===== config.mk =====
export PLATFORM = sky130hd
export DESIGN_NAME = ps2_sensor_cmd_decoder
export DESIGN_NICKNAME = d
export VERILOG_FILES = /design/src/rtl/ps2_sensor_pkg.sv /design/src/rtl/ps2_sensor_cmd_decoder_lut.sv /design/src/rtl/ps2_sensor_cmd_decoder.sv
export SDC_FILE = /design/constraint.sdc
export NUM_CORES = 1
export LEC_CHECK = 0
export CORE_ASPECT_RATIO = 1.4
export CORE_MARGIN = 4
export CORE_UTILIZATION = 50
export DETAILED_ROUTE_END_ITERATION = 16
export PLACE_DENSITY = 0.75
export SETUP_SLACK_MARGIN = 0.3
export SYNTH_ARGS = -nofsm -noshare
export SYNTH_HDL_FRONTEND = slang
export SYNTH_SLANG_ARGS = --single-unit

===== constraint.sdc =====
create_clock -name clk -period 2.9 [get_ports clk]
set_input_delay 0.435 -clock clk [delete_from_list [all_inputs] [get_ports clk]]
set_output_delay 0.435 -clock clk [all_outputs]
set_load 0.05 [all_outputs]

===== src/rtl/ps2_sensor_pkg.sv =====
// ps2_sensor_pkg
// Shared definitions for the PS/2 sensor command decoder:
//   - scancode constants (prefix bytes and every recognised make code)
//   - decoder FSM state encoding
//   - key-class encoding produced by the key lookup table
//   - temperature setpoints bound to the numeric keys, in degrees C
package ps2_sensor_pkg;

  // Prefix bytes
  localparam logic [7:0] SC_BRK   = 8'hF0;
  localparam logic [7:0] SC_EXT   = 8'hE0;

  // Temperature keys (top-row digits 1..0)
  localparam logic [7:0] SC_T0    = 8'h16;
  localparam logic [7:0] SC_T1    = 8'h1E;
  localparam logic [7:0] SC_T2    = 8'h26;
  localparam logic [7:0] SC_T3    = 8'h25;
  localparam logic [7:0] SC_T4    = 8'h2E;
  localparam logic [7:0] SC_T5    = 8'h36;
  localparam logic [7:0] SC_T6    = 8'h3D;
  localparam logic [7:0] SC_T7    = 8'h3E;
  localparam logic [7:0] SC_T8    = 8'h46;
  localparam logic [7:0] SC_T9    = 8'h45;

  // Smoke key and channel-select keys (F1..F4)
  localparam logic [7:0] SC_SMOKE = 8'h33;
  localparam logic [7:0] SC_CH0   = 8'h05;
  localparam logic [7:0] SC_CH1   = 8'h06;
  localparam logic [7:0] SC_CH2   = 8'h04;
  localparam logic [7:0] SC_CH3   = 8'h0C;

  // Setpoints bound to SC_T0..SC_T9
  localparam logic [7:0] TEMP_0   = 8'd10;
  localparam logic [7:0] TEMP_1   = 8'd15;
  localparam logic [7:0] TEMP_2   = 8'd20;
  localparam logic [7:0] TEMP_3   = 8'd25;
  localparam logic [7:0] TEMP_4   = 8'd27;
  localparam logic [7:0] TEMP_5   = 8'd30;
  localparam logic [7:0] TEMP_6   = 8'd32;
  localparam logic [7:0] TEMP_7   = 8'd35;
  localparam logic [7:0] TEMP_8   = 8'd39;
  localparam logic [7:0] TEMP_9   = 8'd41;

  typedef enum logic [1:0] {
    ST_IDLE    = 2'd0,
    ST_BRK     = 2'd1,
    ST_EXT     = 2'd2,
    ST_EXT_BRK = 2'd3
  } state_e;

  typedef enum logic [1:0] {
    KEY_NONE  = 2'd0,
    KEY_TEMP  = 2'd1,
    KEY_SMOKE = 2'd2,
    KEY_CHSEL = 2'd3
  } key_class_e;

endpackage


===== src/rtl/ps2_sensor_cmd_decoder_lut.sv =====
// ps2_key_lut
// Purely combinational classification of one make code.
// Ports:
//   code       in   8  scancode byte
//   key_class  out  2  key_class_e value (NONE, TEMP, SMOKE, CHSEL)
//   temp_val   out  8  setpoint for TEMP keys, 0 otherwise
//   ch_idx     out  2  channel number for CHSEL keys, 0 otherwise
module ps2_key_lut
  import ps2_sensor_pkg::*;
(
  input  logic [7:0] code,
  output logic [1:0] key_class,
  output logic [7:0] temp_val,
  output logic [1:0] ch_idx
);

  always_comb begin
    key_class = KEY_NONE;
    temp_val  = 8'd0;
    ch_idx    = 2'd0;
    case (code)
      SC_T0:    begin key_class = KEY_TEMP;  temp_val = TEMP_0; end
      SC_T1:    begin key_class = KEY_TEMP;  temp_val = TEMP_1; end
      SC_T2:    begin key_class = KEY_TEMP;  temp_val = TEMP_2; end
      SC_T3:    begin key_class = KEY_TEMP;  temp_val = TEMP_3; end
      SC_T4:    begin key_class = KEY_TEMP;  temp_val = TEMP_4; end
      SC_T5:    begin key_class = KEY_TEMP;  temp_val = TEMP_5; end
      SC_T6:    begin key_class = KEY_TEMP;  temp_val = TEMP_6; end
      SC_T7:    begin key_class = KEY_TEMP;  temp_val = TEMP_7; end
      SC_T8:    begin key_class = KEY_TEMP;  temp_val = TEMP_8; end
      SC_T9:    begin key_class = KEY_TEMP;  temp_val = TEMP_9; end
      SC_SMOKE: key_class = KEY_SMOKE;
      SC_CH0:   begin key_class = KEY_CHSEL; ch_idx = 2'd0; end
      SC_CH1:   begin key_class = KEY_CHSEL; ch_idx = 2'd1; end
      SC_CH2:   begin key_class = KEY_CHSEL; ch_idx = 2'd2; end
      SC_CH3:   begin key_class = KEY_CHSEL; ch_idx = 2'd3; end
      default:  key_class = KEY_NONE;
    endcase
  end

endmodule


===== src/rtl/ps2_sensor_cmd_decoder.sv =====
// ps2_sensor_cmd_decoder
// Turns PS/2 scancode bytes into per-channel temperature setpoints and
// smoke flags. Tracks F0 (break) and E0 (extended) prefixes, abandons a
// dangling prefix after TMO_CYC cycles, and strobes upd_vld for every
// temperature or smoke write.
// Optional feature: define REPEAT_FILTER_EN to drop typematic repeats
// (a make code identical to the previous make, with no break between).
// Ports:
//   clk       in   1            rising-edge clock
//   rst_n     in   1            synchronous active-low reset
//   code_in   in   8            scancode byte
//   code_vld  in   1            code_in valid strobe
//   temp_out  out  N_CH*DATA_W  setpoints, channel k at [k*DATA_W +: DATA_W]
//   smoke     out  N_CH         per-channel smoke flags
//   ch_sel    out  2            selected channel
//   upd_vld   out  1            pulse: a channel was written
//   upd_ch    out  2            channel written, valid with upd_vld
//   unk       out  1            pulse: unrecognised make code
module ps2_sensor_cmd_decoder
  import ps2_sensor_pkg::*;
#(
  parameter int DATA_W  = 7,
  parameter int N_CH    = 2,
  parameter int TMO_CYC = 50000
) (
  input  logic                     clk,
  input  logic                     rst_n,
  input  logic [7:0]               code_in,
  input  logic                     code_vld,
  output logic [N_CH*DATA_W-1:0]   temp_out,
  output logic [N_CH-1:0]          smoke,
  output logic [1:0]               ch_sel,
  output logic                     upd_vld,
  output logic [1:0]               upd_ch,
  output logic                     unk
);

  localparam int CNT_W = (TMO_CYC > 1) ? $clog2(TMO_CYC) : 1;
  localparam logic [CNT_W-1:0] CNT_LAST = CNT_W'(TMO_CYC - 1);

  state_e                   state_q, state_d;
  logic [CNT_W-1:0]         cnt_q, cnt_d;
  logic [N_CH*DATA_W-1:0]   temp_q, temp_d;
  logic [N_CH-1:0]          smoke_q, smoke_d;
  logic [1:0]               ch_sel_q, ch_sel_d;
  logic                     upd_vld_q, upd_vld_d;
  logic [1:0]               upd_ch_q, upd_ch_d;
  logic                     unk_q, unk_d;

  logic [1:0]               lut_class;
  logic [7:0]               lut_temp;
  logic [1:0]               lut_ch;
  logic                     repeat_hit;

  ps2_key_lut u_lut (
    .code      (code_in),
    .key_class (lut_class),
    .temp_val  (lut_temp),
    .ch_idx    (lut_ch)
  );

`ifdef REPEAT_FILTER_EN
  logic [7:0] last_make_q, last_make_d;
  assign repeat_hit = (code_in == last_make_q);
`else
  assign repeat_hit = 1'b0;
`endif

  // Next-state logic. The counter only runs while a prefix is pending;
  // a byte on the expiry cycle wins over the timeout.
  always_comb begin
    state_d   = state_q;
    temp_d    = temp_q;
    smoke_d   = smoke_q;
    ch_sel_d  = ch_sel_q;
    upd_ch_d  = upd_ch_q;
    upd_vld_d = 1'b0;
    unk_d     = 1'b0;
`ifdef REPEAT_FILTER_EN
    last_make_d = last_make_q;
`endif
    cnt_d = (state_q == ST_IDLE) ? '0 : cnt_q + 1'b1;

    if (code_vld) begin
      cnt_d = '0;
      case (state_q)
        ST_IDLE: begin
          if (code_in == SC_BRK) begin
            state_d = ST_BRK;
          end else if (code_in == SC_EXT) begin
            state_d = ST_EXT;
          end else if (!repeat_hit) begin
`ifdef REPEAT_FILTER_EN
            last_make_d = code_in;
`endif
            case (lut_class)
              KEY_TEMP: begin
                for (int k = 0; k < N_CH; k++) begin
                  if (ch_sel_q == 2'(k)) temp_d[k*DATA_W +: DATA_W] = DATA_W'(lut_temp);
                end
                upd_vld_d = 1'b1;
                upd_ch_d  = ch_sel_q;
              end
              KEY_SMOKE: begin
                for (int k = 0; k < N_CH; k++) begin
                  if (ch_sel_q == 2'(k)) smoke_d[k] = 1'b1;
                end
                upd_vld_d = 1'b1;
                upd_ch_d  = ch_sel_q;
              end
              // Channels beyond N_CH are silently ignored.
              KEY_CHSEL: begin
                if (int'(lut_ch) < N_CH) ch_sel_d = lut_ch;
              end
              default: unk_d = 1'b1;
            endcase
          end
        end
        ST_BRK: begin
          state_d = ST_IDLE;
`ifdef REPEAT_FILTER_EN
          last_make_d = 8'h00;
`endif
          if (code_in == SC_SMOKE) begin
            for (int k = 0; k < N_CH; k++) begin
              if (ch_sel_q == 2'(k)) smoke_d[k] = 1'b0;
            end
            upd_vld_d = 1'b1;
            upd_ch_d  = ch_sel_q;
          end
        end
        ST_EXT: begin
          state_d = (code_in == SC_BRK) ? ST_EXT_BRK : ST_IDLE;
        end
        default: begin
          state_d = ST_IDLE;
`ifdef REPEAT_FILTER_EN
          last_make_d = 8'h00;
`endif
        end
      endcase
    end else if ((state_q != ST_IDLE) && (cnt_q == CNT_LAST)) begin
      state_d = ST_IDLE;
      cnt_d   = '0;
    end
  end

  always_ff @(posedge clk) begin
    if (!rst_n) begin
      state_q   <= ST_IDLE;
      cnt_q     <= '0;
      temp_q    <= '0;
      smoke_q   <= '0;
      ch_sel_q  <= 2'd0;
      upd_vld_q <= 1'b0;
      upd_ch_q  <= 2'd0;
      unk_q     <= 1'b0;
`ifdef REPEAT_FILTER_EN
      last_make_q <= 8'h00;
`endif
    end else begin
      state_q   <= state_d;
      cnt_q     <= cnt_d;
      temp_q    <= temp_d;
      smoke_q   <= smoke_d;
      ch_sel_q  <= ch_sel_d;
      upd_vld_q <= upd_vld_d;
      upd_ch_q  <= upd_ch_d;
      unk_q     <= unk_d;
`ifdef REPEAT_FILTER_EN
      last_make_q <= last_make_d;
`endif
    end
  end

  assign temp_out = temp_q;
  assign smoke    = smoke_q;
  assign ch_sel   = ch_sel_q;
  assign upd_vld  = upd_vld_q;
  assign upd_ch   = upd_ch_q;
  assign unk      = unk_q;

endmodule


## Word level (Yosys, flattened, before mapping)

Cells that the tools add are included.

- Add/sub/neg operators: 1
- Bitwise logic cells: 5
- Equality and inequality tests: 34
- Magnitude comparators: 1
- Muxes and demuxes: 29
- Reductions and logical operators: 20

Operator list:

| cell | number |
|---|---|
| $pmux W6 S10 | 1 |
| $eq A8 B6 Y1 const B | 7 |
| $mux W2 | 13 |
| $eq A8 B3 Y1 const B | 3 |
| $reduce_and A6 Y1 | 4 |
| $add A16 B1 Y16 const B | 1 |
| $eq A16 B16 Y1 const B | 1 |
| $eq A8 B5 Y1 const B | 2 |
| $eq A8 B7 Y1 const B | 2 |
| $eq A8 B8 Y1 const B | 2 |
| $reduce_and A8 Y1 | 2 |
| $ne A2 B2 Y1 const B | 6 |
| $pmux W2 S2 | 3 |
| $pmux W2 S3 | 2 |
| $reduce_or A10 Y1 | 1 |
| $mux W1 | 9 |
| $eq A8 B4 Y1 const B | 1 |
| $reduce_or A4 Y1 | 2 |
| $eq A2 B1 Y1 const B | 3 |
| $eq A2 B2 Y1 const B | 3 |
| $ne A2 B1 Y1 const B | 3 |
| $reduce_bool A2 Y1 | 3 |
| $not A1 Y1 | 5 |
| $reduce_or A5 Y1 | 1 |
| 8 further kinds | 10 |

- Output and inout bits: 22
- Word-level logic and storage cells: 100
- Bits of input ports: 11
- Register bits after elaboration: 40

## Longest topological paths before layout

- Depth after elaboration: 9
- Mapped depth: 11
- Gate-level depth less buffers: 9

## By module

A second synthesis with hierarchy kept.

- Cell total of the unflattened synthesis: 253
- Area, all modules: 2274.7 um^2

Modules (own cells, without submodules):

| module | cells an instance | times used | area each (um^2) | seq. area each (um^2) |
|---|---|---|---|---|
| ps2_sensor_cmd_decoder | 196 | 1 | 1899.3 | 800.8 |
| ps2_key_lut | 57 | 1 | 375.4 | 0.0 |

## Least setup slack after synthesis

OpenSTA, ideal clock, no wires.

- Path kind: input port to flip-flop
- From: input port code_in[1]
- To: register temp_q[11], in the netlist temp_out[11]
- Required time: 2767 ps
- Setup time: 133 ps
- Slack: 293 ps
- Stages: 11
- Data arrival time: 2474 ps
- Buffers on the path: 2
- Path through: buf_6 or3b_2 nor2_1 o2111ai_1 nand3_1 ha_1 inv_1 a2111oi_4 and2_1 buf_6 o22ai_1

- Word-level cells in the longest chain between the ends: 5
- Elaborated cells on any way between the ends: 25
- Those cells by class: 18 x eq/ne; 2 x mux; 2 x bitwise; 3 x reduce/logical

RTL lines:

| item | RTL line | source |
|---|---|---|
| start, declared | ps2_sensor_cmd_decoder.sv:28 | `input logic [7:0] code_in,` |
| $eq A8 B5 Y1, or another cell as far along | ps2_sensor_cmd_decoder_lut.sv:21 | `case (code)` |
| $reduce_or A10 Y1 (no line) / $reduce_or A4 Y1 (equally long branches) | - |  |
| $pmux W2 S3 | ps2_sensor_cmd_decoder_lut.sv:21 |  |
| $eq A2 B1 Y1 | ps2_sensor_cmd_decoder.sv:96 | `case (lut_class)` |
| $reduce_and A6 Y1 (no line) | - |  |
| end signal, assigned | ps2_sensor_cmd_decoder.sv:164 | `temp_q <= temp_d;` |
| end, declared | ps2_sensor_cmd_decoder.sv:43 | `logic [N_CH*DATA_W-1:0] temp_q, temp_d;` |

Parallel ways exist; a longest one is shown, timed or not.
A chain may end at the register's enable or synchronous reset.

## Final worst setup path

- From: input port code_in[1]
- To: register smoke_q[0], in the netlist smoke[0]

- Word-level cells in the longest chain between the ends: 6
- Elaborated cells on any way between the ends: 26
- Those cells by class: 22 x eq/ne; 1 x mux; 3 x reduce/logical

RTL lines:

| item | RTL line | source |
|---|---|---|
| $eq A8 B5 Y1, or another cell as far along | ps2_sensor_cmd_decoder_lut.sv:21 |  |
| $reduce_or A10 Y1 (no line) / $reduce_or A4 Y1 (equally long branches) | - |  |
| $pmux W2 S3 | ps2_sensor_cmd_decoder_lut.sv:21 |  |
| $eq A2 B2 Y1 | ps2_sensor_cmd_decoder.sv:96 |  |
| $ne A2 B1 Y1 (no line) | - |  |
| $reduce_and A8 Y1 (no line) (*) | - |  |
| end signal, assigned | ps2_sensor_cmd_decoder.sv:165 | `smoke_q <= smoke_d;` |
| end, declared | ps2_sensor_cmd_decoder.sv:44 | `logic [N_CH-1:0] smoke_q, smoke_d;` |

Mark *: on every way between the ends. The rest lies on a longest branch, timed or not.

==> results_dict.tcl <==
set metrics [dict create \
    synth_top_cell_by_area "dfxtp_1" \
    hold_ws_ns 0.471 \
    clock_path_buffers 2 \
    yosysUniqueCellTypes 52 \
    cts_tree "yes" \
    die_w_um 62.8 \
    via_per_inst 5.71 \
    antenna_found_initial 0 \
    dp_cells 320 \
    routedWlPerCell_um 14.7 \
    drv_cap 0 \
    crit_type "in -> reg" \
    hp-class "reg -> reg" \
    overflow 0 \
    timing.final.crit_share_pct 86.1 \
    ys_seq_elements 38 \
    worst_ep_arrival_time_ns 2.72 \
    setup_violations 0 \
    coreArea_um2 3990 \
    final_common_cell "dfxtp_1" \
    drt-pass1-iter-count 4 \
    htreeDepth 2 \
    hpwl_um 3540 \
    grt_pass1_wl_um 8000 \
    yosys_warnings 0 \
    final_cell_area_um2 2720 \
    num_antenna_cells 0 \
    dieArea_um2 5330 \
    critPathCaptureType "flip-flop" \
    drv_slew 0 \
    post-route-min-period_ns 2.50 \
    vias 1890 \
    worst_ep_required_time_ns 3.12 \
    port-buffer-count 30 \
    placed_area_um2 2470 \
    synth_edf_count 0 \
    grt_max_degree 22 \
    status "completed" \
    yosys.area.top_type_share_pct 36.1 \
    fin_worst_skew_ns 0.00546 \
    tightestPinTransition_ns 0.508 \
    syn_avg_cell_area_um2 8.59 \
    num_io_pins 33 \
    ir_worst_vdd_uv 268 \
    postLayoutSetupSlackWorst_ns 0.402 \
    power_mw 1.18 \
    start_kind "input pin" \
    totalWireLength_um 4860 \
    synth_flop_cell "dfxtp_1" \
    final_core_util_pct 68.1 \
    synth.yosys.seq_area_share_pct 36.1 \
    rsz0062_at_grt "yes" \
    finalHoldViolCount 0 \
    synth_cells 245 \
    netlist_area_um2 2110 \
    final_cell_mix "dfxtp_1 (38), nor2_1 (27), clkdlybuf4s50_1 (25), nand2_1 (21), buf_4 (15)" \
    clockRootBuffer "clkbuf_8" \
    area_growth_pct 28.9 \
    fin_cells 331 \
    drc 0 \
    grt_usage_pct 18.5 \
    finalNetCount 303 \
    drtIter0Drc 99 \
    path_clk_slew_ns 0.08 \
    rows 27 \
    drive_gt1_share_pct 17.4 \
    async_reset_ff_share_pct 0 \
    hold_buffers 0 \
    start_util_pct 52.8 \
    power_density_nw_per_um2 436 \
    ant_nets 0 \
    synth.area.top_cells "dfxtp_1 (36%), nor2_1 (5.0%), xnor2_1 (5.0%), nand2_1 (3.7%), o22ai_1 (3.3%)" \
    p_leak_nw 0.978 \
    die_h_um 84.8 \
    cts.sinks 38 \
    tns_ns 0 \
    clock_latency_ns 0.29 \
    fillers 333 \
    fmax_mhz 400 \
    grt_pass1_vias 1808 \
    pre_cts_ws_ns -0.0461 \
    max_slew_margin_pct 66.0 \
    cp_max_fo 7 \
    numCtsBuffers 5 \
    gp_congestion 0.841 \
]
per-layer routing:
| layer | GRT usage (%) | wire length [um] | vias to the layer above |
|---|---|---|---|
| met3 | 4.55 | 154 | 11 |
| met1 | 19.3 | 1880 | 889 |
| li1 | - | - | 956 |
| met2 | 35.0 | 2720 | 34 |
| met5 | 0 | 0 | - |
| met4 | 7.43 | 108 | 0 |
final cells by class:
cell class | count | area [um^2] | area share, %
inverter | 8 | 30.0 | 1.11
clock buffer | 5 | 68.8 | 2.53
clock inverter | 3 | 68.8 | 2.53
tap | 43 | 53.8 | 1.98
multi-input combinational | 185 | 1260 | 46.5
sequential | 38 | 761 | 28.0
timing repair buffer | 49 | 470 | 17.3
critical path, stage by stage:
cell	delay (ns)
clkdlybuf4s50_1	0.50
buf_6	0.13
or2b_2	0.32
a21oi_2	0.12
o2111ai_2	0.12
buf_4	0.17
and3_1	0.19
ha_1	0.18
nand2b_1	0.07
a211oi_1	0.05
o21ai_1	0.21
mux2i_1	0.21
registers in the layout, summed over array words and instances, names as in the netlist:
name	flops
state_q	2
unk	1
temp_out	12
upd_vld	1
cnt_q	16
ch_sel	2
smoke	2
upd_ch	2
worst paths after layout:
kind              start        end  slack [ns]  cells past startpoint
max          code_in[1]   smoke[0]        0.40                     12
min           upd_ch[1]  upd_ch[1]        0.47                      2
max reg2reg    cnt_q[8]  cnt_q[14]        1.14                      4
min reg2reg   upd_ch[1]  upd_ch[1]        0.47                      2
power breakdown:
part	total (mW)	internal, mW	leakage [nW]	switching [mW]
Sequential	0.524	0.523	0.306	0.000926
Clock	0.543	0.345	0.0683	0.198
Combinational	0.117	0.0514	0.604	0.0653
Total	1.18	0.919	0.978	0.264
logic make-up (layout without fill, tap and decap cells):
group	after synthesis	in the layout	share of synthesized area (%)
fa+ha+maj	5	5	2.97
xor+xnor	16	16	6.65
buf+inv	23	65	6.77
mux	6	6	2.85
simple gates	116	116	31.3
other cells	1	2	0.178
flops	38	38	36.1
compound gates	40	40	13.1
synthesized netlist by cell type, drive strengths merged (2+ instances only):
cell / n
nand3: 13
xor2: 4
and3: 5
o21ai: 5
a31oi: 2
clkbuf: 4
buf: 10
ha: 5
nor3: 6
nor4: 5
and2: 3
nand2b: 6
or4b: 2
dfxtp: 38
or3b: 3
inv: 8
nand4: 7
nor2: 28
nor3b: 2
xnor2: 12
nand2: 21
o22ai: 11
a21oi: 9
a211oi: 5
and2b: 2
nor4b: 2
nor4bb: 2
mux2i: 6
nand3b: 5
timing repair:
action / 4_1_cts / 5_1_grt
gates resized for setup: 3 / 22
buffers inserted: 0 / 3
pin swaps: 0 / 1
endpoints found under the setup margin: 8 / 16
(Power assumes the default switching activity.)
